===== src/rtl/alu_reg_sequencer.sv =====
// -----------------------------------------------------------------------------
// alu_reg_sequencer
//
// Purpose:
//   Multi-cycle control unit for the ALU/register datapath. It fetches an
//   8-bit instruction byte from the instruction ROM and decodes it. It then
//   sequences the per-cycle control words for the datapath: destination
//   write, B-bus source, register increment, RAM read/write, ALU operation
//   and Z-flag update. It also handles RAM wait states and conditional jumps
//   on the datapath Z flag.
//
// Ports:
//   clk              in   1  system clock, rising edge
//   rst              in   1  synchronous active-high reset
//   start            in   1  1-cycle pulse; leaves IDLE/DONE and starts fetching
//   step             in   1  (ALU_REG_SEQ_STEP_EN only) release from PAUSE
//   INS_BUS          in   8  instruction byte at current PC (combinational ROM)
//   Z                in   1  datapath zero flag
//   C_Control        out  6  destination write select, 0 = no write
//   B_Control        out  3  B-bus source select
//   REG_INC          out  3  register increment select, 0 = none
//   M                out  2  M[1] = RAM read, M[0] = RAM write
//   ALU_sig          out  4  ALU operation
//   Control_Signal_Z out  1  Z-flag update enable
//   busy             out  1  high in every state except IDLE/DONE
//   done             out  1  high in DONE
//   illegal_op       out  1  1-cycle pulse in DECODE on an undefined opcode
//   o_dbg_state      out  3  current FSM state, for observation only
//
// Optional feature (macro ALU_REG_SEQ_STEP_EN):
//   Adds the step input and a PAUSE state. Every return to FETCH after an
//   instruction goes through PAUSE instead. PAUSE waits there until step=1.
//
// Handshake: start is a single-cycle pulse. It is only honoured in IDLE or
// DONE and ignored while busy. There is no back-pressure on any output.
// -----------------------------------------------------------------------------
module alu_reg_sequencer #(
   parameter int unsigned MEM_LAT = 2,      // RAM access length, 1..15
   parameter logic [5:0]  C_AC    = 6'd1,
   parameter logic [5:0]  C_PC    = 6'd2,
   parameter logic [2:0]  B_DR    = 3'd7,
   parameter logic [2:0]  INC_PC  = 3'd1
) (
   input  logic       clk,
   input  logic       rst,
   input  logic       start,
`ifdef ALU_REG_SEQ_STEP_EN
   input  logic       step,
`endif
   input  logic [7:0] INS_BUS,
   input  logic       Z,
   output logic [5:0] C_Control,
   output logic [2:0] B_Control,
   output logic [2:0] REG_INC,
   output logic [1:0] M,
   output logic [3:0] ALU_sig,
   output logic       Control_Signal_Z,
   output logic       busy,
   output logic       done,
   output logic       illegal_op,
   output logic [2:0] o_dbg_state
);

   typedef enum logic [2:0] {
      ST_IDLE   = 3'd0,
      ST_FETCH  = 3'd1,
      ST_DECODE = 3'd2,
      ST_EXEC   = 3'd3,
      ST_MEMW   = 3'd4,
      ST_OPER   = 3'd5,
      ST_DONE   = 3'd6
`ifdef ALU_REG_SEQ_STEP_EN
      , ST_PAUSE = 3'd7
`endif
   } state_t;

   localparam logic [3:0] OP_NOP  = 4'h0;
   localparam logic [3:0] OP_ALU  = 4'h1;
   localparam logic [3:0] OP_LDM  = 4'h2;
   localparam logic [3:0] OP_STM  = 4'h3;
   localparam logic [3:0] OP_MOV  = 4'h4;
   localparam logic [3:0] OP_JZ   = 4'h5;
   localparam logic [3:0] OP_JNZ  = 4'h6;
   localparam logic [3:0] OP_JMP  = 4'h7;
   localparam logic [3:0] OP_HALT = 4'hF;

   // Wait counter start value. MEM_LAT=1 loads 0, which gives a single MEMW cycle.
   localparam logic [3:0] LAT_M1 = 4'(MEM_LAT - 1);

   state_t     r_state;
   state_t     w_next;
   logic [7:0] r_ir;
   logic [3:0] r_wait;

   logic [3:0] w_op;
   logic       w_taken;
   logic       w_last_mem;
   state_t     w_resume;

   assign w_op       = r_ir[7:4];
   assign w_last_mem = (r_wait == 4'd0);
   // Z is sampled combinationally during the OPER cycle.
   assign w_taken    = (w_op == OP_JMP) ||
                       ((w_op == OP_JZ)  &&  Z) ||
                       ((w_op == OP_JNZ) && !Z);

   // After an instruction completes, the FSM goes back to FETCH. In step
   // mode it goes to PAUSE instead.
`ifdef ALU_REG_SEQ_STEP_EN
   assign w_resume = ST_PAUSE;
`else
   assign w_resume = ST_FETCH;
`endif

   assign o_dbg_state = r_state;

   // State, instruction register and wait counter
   always_ff @(posedge clk) begin
      if (rst) begin
         r_state <= ST_IDLE;
         r_ir    <= 8'h00;
         r_wait  <= 4'd0;
      end else begin
         r_state <= w_next;
         if (r_state == ST_FETCH) begin
            r_ir <= INS_BUS;
         end
         // Loading in every DECODE is harmless. Only MEMW reads the count.
         if (r_state == ST_DECODE) begin
            r_wait <= LAT_M1;
         end else if ((r_state == ST_MEMW) && !w_last_mem) begin
            r_wait <= r_wait - 4'd1;
         end
      end
   end

   // Next-state logic
   always_comb begin
      w_next = r_state;
      case (r_state)
         ST_IDLE:   if (start) w_next = ST_FETCH;
         ST_FETCH:  w_next = ST_DECODE;
         ST_DECODE: begin
            case (w_op)
               OP_NOP:                 w_next = w_resume;
               OP_ALU, OP_MOV:         w_next = ST_EXEC;
               OP_LDM, OP_STM:         w_next = ST_MEMW;
               OP_JZ, OP_JNZ, OP_JMP:  w_next = ST_OPER;
               OP_HALT:                w_next = ST_DONE;
               default:                w_next = w_resume;  // illegal acts as NOP
            endcase
         end
         ST_EXEC:   w_next = w_resume;
         ST_MEMW:   if (w_last_mem) w_next = w_resume;
         ST_OPER:   w_next = w_resume;
         ST_DONE:   if (start) w_next = ST_FETCH;
`ifdef ALU_REG_SEQ_STEP_EN
         ST_PAUSE:  if (step) w_next = ST_FETCH;
`endif
         default:   w_next = ST_IDLE;
      endcase
   end

   // Moore output decode: outputs depend on the state and IR. In OPER they
   // also depend on the Z flag.
   always_comb begin
      C_Control        = 6'd0;
      B_Control        = 3'd0;
      REG_INC          = 3'd0;
      M                = 2'b00;
      ALU_sig          = 4'd0;
      Control_Signal_Z = 1'b0;
      busy             = 1'b1;
      done             = 1'b0;
      illegal_op       = 1'b0;
      case (r_state)
         ST_IDLE:  busy = 1'b0;
         ST_FETCH: REG_INC = INC_PC;
         ST_DECODE: begin
            illegal_op = !((w_op <= OP_JMP) || (w_op == OP_HALT));
         end
         ST_EXEC: begin
            B_Control = r_ir[2:0];
            C_Control = C_AC;
            if (w_op == OP_ALU) begin
               ALU_sig          = r_ir[3:0];
               Control_Signal_Z = 1'b1;
            end
         end
         ST_MEMW: begin
            if (w_op == OP_LDM) begin
               M = 2'b10;
               // The last wait cycle captures the RAM data into the accumulator.
               if (w_last_mem) begin
                  B_Control = B_DR;
                  C_Control = C_AC;
               end
            end else begin
               M = 2'b01;
            end
         end
         ST_OPER: begin
            if (w_taken) C_Control = C_PC;
            else         REG_INC   = INC_PC;   // skip the target byte
         end
         ST_DONE: begin
            busy = 1'b0;
            done = 1'b1;
         end
         default: ;
      endcase
   end

endmodule


===== config.mk =====
export PLATFORM = sky130hd
export DESIGN_NAME = alu_reg_sequencer
export DESIGN_NICKNAME = d
export VERILOG_FILES = /design/src/rtl/alu_reg_sequencer.sv
export SDC_FILE = /design/constraint.sdc
export NUM_CORES = 1
export LEC_CHECK = 0
export CAP_MARGIN = 5
export CORE_ASPECT_RATIO = 0.6
export CORE_UTILIZATION = 48
export CTS_CLUSTER_DIAMETER = 100
export DETAILED_ROUTE_END_ITERATION = 7
export PLACE_DENSITY_LB_ADDON = 0.08
export SYNTH_ARGS = -nofsm -noshare
export SYNTH_HDL_FRONTEND = slang
export SYNTH_SLANG_ARGS = --single-unit

===== constraint.sdc =====
create_clock -name clk -period 3.26 [get_ports clk]
set_input_delay 0.652 -clock clk [delete_from_list [all_inputs] [get_ports clk]]
set_output_delay 0.652 -clock clk [all_outputs]
set_load 0.02 [all_outputs]

=== Word-level counts from Yosys, hierarchy flattened ===
Memory sizes are Yosys's and may differ from the RTL's. A register that Yosys moved wholly into a read port is not among the register bits.
Cells that the tools add are included.
Widths: inputs -> output; s select.

* Add/sub/neg operators: 1
* Order comparisons: 1
* Eq/ne operators: 14
* Mux-type cells: 25
* Reduce and logical (&&, ||, !) cells: 16

{| class="wikitable"
|+ Operators with widths
! operator !! number
|-
| $mux 4 || 4
|-
| $pmux 3 s5 || 1
|-
| $eq 4x3->1 const B || 3
|-
| $mux 3 || 4
|-
| $mux 1 || 10
|-
| $eq 3x3->1 const B || 3
|-
| $eq 3x2->1 const B || 2
|-
| $mux 2 || 3
|-
| $pmux 2 s3 || 1
|-
| $pmux 3 s2 || 1
|-
| $reduce_or 2->1 || 3
|-
| $eq 4x1->1 const B || 1
|-
| $eq 4x2->1 const B || 1
|-
| $eq 4x4->1 const B || 1
|-
| $le 4x3->1 const B || 1
|-
| $logic_not 4->1 || 1
|-
| $sub 4x1->4 const B || 1
|-
| $eq 3x1->1 const B || 1
|-
| $logic_and 1x1->1 || 3
|-
| $logic_not 1->1 || 3
|-
| $logic_not 3->1 || 1
|-
| $logic_or 1x1->1 || 3
|-
| $ne 2x1->1 const B || 1
|-
| $ne 2x2->1 const B || 1
|-
| other kinds (3) || 3
|}

* Bits in registers: 15
* Memory bits (read-only): 48
* Word-level logic and storage cells: 62
* Memories kept: 1

{| class="wikitable"
|+ Memories
! name !! depth !! bits a word !! rd ports !! clocked after Yosys merged registers in !! wr ports !! line !! text
|-
| (no name shown) || 16 || 3 || 1 || 1 || 0 || 144 || <nowiki>case (w_op)</nowiki>
|}

=== Logic depth before layout (Yosys ltp) ===
* Depth after elaboration: 6
* Mapped depth: 5
* Mapped depth without buffers: 5

=== Worst setup path after synthesis ===
No wires, ideal clock.

* Path kind: register to output
* Start: reg r_state[2] (netlist: o_dbg_state[2])
* End: out ALU_sig[0]
* Data arrival time: 2000 ps
* Data required time: 2608 ps
* Setup slack: 608 ps
* Cell stages (with the launch flop): 5
* Buffers on the path: 1
* Cells stage by stage: dfxtp_1 clkbuf_1 nand3b_1 nor4_1 and2_1

* Cells in the longest elaborated chain, start to end: 2

{| class="wikitable"
|+ Ends and longest elaborated chain
! element !! line !! text
|-
| start: declaration || 90 || <nowiki>state_t r_state;</nowiki>
|-
| start signal: assignment || 124 || <nowiki>r_state <= w_next;</nowiki>
|-
| $eq 3x2->1 || 176 || <nowiki>case (r_state)</nowiki>
|-
| $mux 4 || 176 ||
|-
| end: declaration || 56 || <nowiki>output logic [3:0] ALU_sig,</nowiki>
|}

No other way between the ends.

=== Final worst setup path ===
* Start: reg r_ir[7]
* End: out C_Control[0]

* Cells in the longest elaborated chain, start to end: 3

{| class="wikitable"
|+ Ends and longest elaborated chain
! element !! line !! text
|-
| start: declaration || 92 || <nowiki>logic [7:0] r_ir;</nowiki>
|-
| start signal: assignment || 121 || <nowiki>r_ir <= 8'h00;</nowiki>
|-
| start signal: assignment || 126 || <nowiki>r_ir <= INS_BUS;</nowiki>
|-
| $eq 4x2->1 || 191 || <nowiki>if (w_op == OP_LDM) begin</nowiki>
|-
| $mux 1 || 191 ||
|-
| $pmux 2 s3 || 176 ||
|-
| end: declaration || 52 || <nowiki>output logic [5:0] C_Control,</nowiki>
|}

No other way between the ends.

==> metrics.cfg <==
[outcome]
status = completed

[setup_path]
worstReg2RegEnd = r_wait[1]
cp_max_fo = 11
r2r_cells = 3
worstSetupStartpointType = flop
cp.arrival_ns = 2.47
endpoint_kind = primary output
crit-reg2reg-launch = o_dbg_state[1]
ff2ff_setup_slack_ns = 1.43
crit_path_start = r_ir[7]
path_cells = or4b_2, nor3_2, nand2b_1, clkdlybuf4s50_1
slowest_stage = or4b_2
critPathKind = reg2out
crit_required_ns = 2.61
slowest_delay_ns = 0.76

[place]
dp_cells = 192
place_congestion = 0.8792
io_buffer_count = 30
dp_hpwl_mm = 1.982

[drt]
wirelength_mm = 2.694
drtIter0Drc = 55
drcViolationCount = 0
drtPass1Iterations = 4
viasPerCell = 5.559
ant_nets = 0
route.vias.total = 1084
wl_per_cell_um = 13.82

[layout]
syn_to_final_growth_pct = 32.53
multi_input_area_um2 = 645.6
regArea_um2 = 360.3
final_cell_mix = 30 x clkdlybuf4s50_1, 18 x dfxtp_1, 16 x nand2_1
fin_nets = 182
final_layout_size_suffix_gt1_share_pct = 8.383
final_cells = 195
final.fill_count = 160
antennaDiodeCount = 0
layout_commonest_cell = clkdlybuf4s50_1

[timing]
slew_violations = 0
hold_viol_final = 0
slew_headroom_pct = 58.83
max_freq_ghz = 0.3206
post-route-period-util_pct = 95.69
rsz0062_at_grt = false
tightest_slew_ns = 0.6157
timing.hold.ws_ns = 0.4596
fin_skew_ns = 0.002640
finalSetupViolations = 0
fin_setup_tns_ns = 0
fin_crit_ns = 3.120

[pwr]
combPwrFrac_pct = 24.0
sequentialPowerShare_pct = 46.9
swShare_pct = 29.35
p_sw_uw = 156.2
ir_drop_uv = 232.3
p_per_area_nw_per_um2 = 369.0
leakagePower_nw = 0.5465
p_int_uw = 376.1
clkPwrFrac_pct = 29.1

[clock_network]
clk_pin_slew_ns = 0.07
numCtsBuffers = 3
htree_levels = 1
ctsHoldBuffers = 0
cts_tree = built
clock_sinks = 18
root_buffer = clkbuf_8
clockBufferDepth = 2
clock_latency_ns = 0.25

[global_route]
grt_pass1_wl_mm = 4.416
grt_antenna_before_repair = 0
grt_max_degree = 17
grt_overflow = 0
grtUsageTotal_pct = 24.28
grt_pass1_vias = 977

[die]
core_um2 = 1982
initial_utilization_pct = 54.92
die_w_um = 63.48
dieHeight_um = 38.89
ios = 37
die-area_um2 = 2468
rows = 12

[worst_hold_path]
hold_path_class = reg2reg
hold_start = r_ir[3]
whs_path_depth = 2
worst_hold_path.endpoint = r_ir[3]

[synth]
synth_top_family_by_area = simple AND/OR/NAND/NOR gates
ys_ff_latch = 18
synth_fa_ha_area_share_pct = 1.149
synth_compound_area_share_pct = 19.43
yosysSeqAreaShare_pct = 33.10
async_flop_share_pct = 0
synth_cell_types = 40
yosys.area_share.simple_pct = 32.64
synthMuxAreaShare_pct = 1.954
synth_xor_area_share_pct = 1.609
synthFlopType = dfxtp_1
ys_warn_count = 0
synth_edf_count = 0
syn_area_um2 = 1089
synthCells = 140
avgSynthCellArea_um2 = 7.775

[flow_run]
maxCapViolations = 0

[power by group through the flow]
stage,logic [mW],registers [mW],clock network [mW]
2_1_floorplan,0.0854,0.250,0
3_3_place_gp,0.123,0.252,0
3_5_place_dp,0.126,0.254,0
4_1_cts,0.127,0.249,0.159
5_1_grt,0.139,0.251,0.166
6_report,0.128,0.250,0.155
[routing by layer]
metal | global-route usage [%] | up-vias | share of wire (%)
li1 | - | 543 | -
met5 | 0 | - | 0
met4 | 8.523 | 0 | 0.63
met3 | 6.176 | 5 | 6.1
met1 | 29.45 | 498 | 48
met2 | 42.82 | 38 | 45
[layout make-up]
cell class,instances,share of cell area [%]
clock buffer,3,2.862
inverter,4,1.041
multi-input combinational,106,44.75
sequential,18,24.98
tap,28,2.428
timing repair buffer,36,23.94
[cell usage after synthesis (2+ instances only)]
library cell   n  area share [%]
xnor2_1        2             1.6
or3b_2         2             1.6
and3_1         2             1.1
nor2b_1        3             1.7
buf_2          3             1.4
clkbuf_1       6             2.1
nor3_1         4             1.8
nand4_1        2             1.1
buf_4          6             4.1
nand3_1        4             1.8
nor4_1         2             1.1
a211o_1        2             1.6
nand2b_1       4             2.3
nor2_1         4             1.4
inv_1          4             1.4
o311ai_0       2             1.6
a21o_1         3             2.1
or4_1          2             1.4
nand2_1       16             5.5
or3_1          2             1.1
o211ai_1       3             2.1
nor3b_1        4             2.8
o21ai_0        4             1.8
a211oi_1       3             2.1
dfxtp_1       18              33
a21oi_1       12             5.5
and2_1         8             4.6
[stage by stage]
step           power [mW]  instance area [um^2]  setup WS, ns  utilization [%]
2_1_floorplan      0.3355                  1107        0.6077                -
3_3_place_gp       0.3756                  1396        0.3609            70.45
3_5_place_dp       0.3798                  1396        0.2766            70.45
4_1_cts            0.5343                  1443        0.1254            72.79
5_1_grt            0.5561                  1443       0.04789            72.79
6_report           0.5324                  1443        0.1404            72.79
[critical path, delay by kind of cell, from the launching register on]
| kind | cells | cell delay, ns |
|---|---|---|
| AND/OR/NAND/NOR | 3 | 1.22 |
| flip-flops | 1 | 0.40 |
| buffers and inverters | 1 | 0.59 |
[worst max path at each step]
stage,end,slack [ns],cells after the start
floorplan,ALU_sig[0],0.61,4
global placement,C_Control[0],0.36,4
detailed placement,C_Control[0],0.28,4
CTS,C_Control[0],0.13,4
global route,C_Control[0],0.05,4
finish,C_Control[0],0.14,4
[timing repair]
action | in CTS | in global routing
gates resized for setup | 1 | 0
endpoints found under the setup margin | 1 | 0
buffers inserted | 0 | 0
[cells by family after synthesis]
family          count (synthesis)
other cells                     1
fa+ha+maj                       1
mux                             2
compound gates                 32
xor+xnor                        2
flops                          18
simple gates                   63
buf+inv                        21
(Power assumes the default switching activity.)
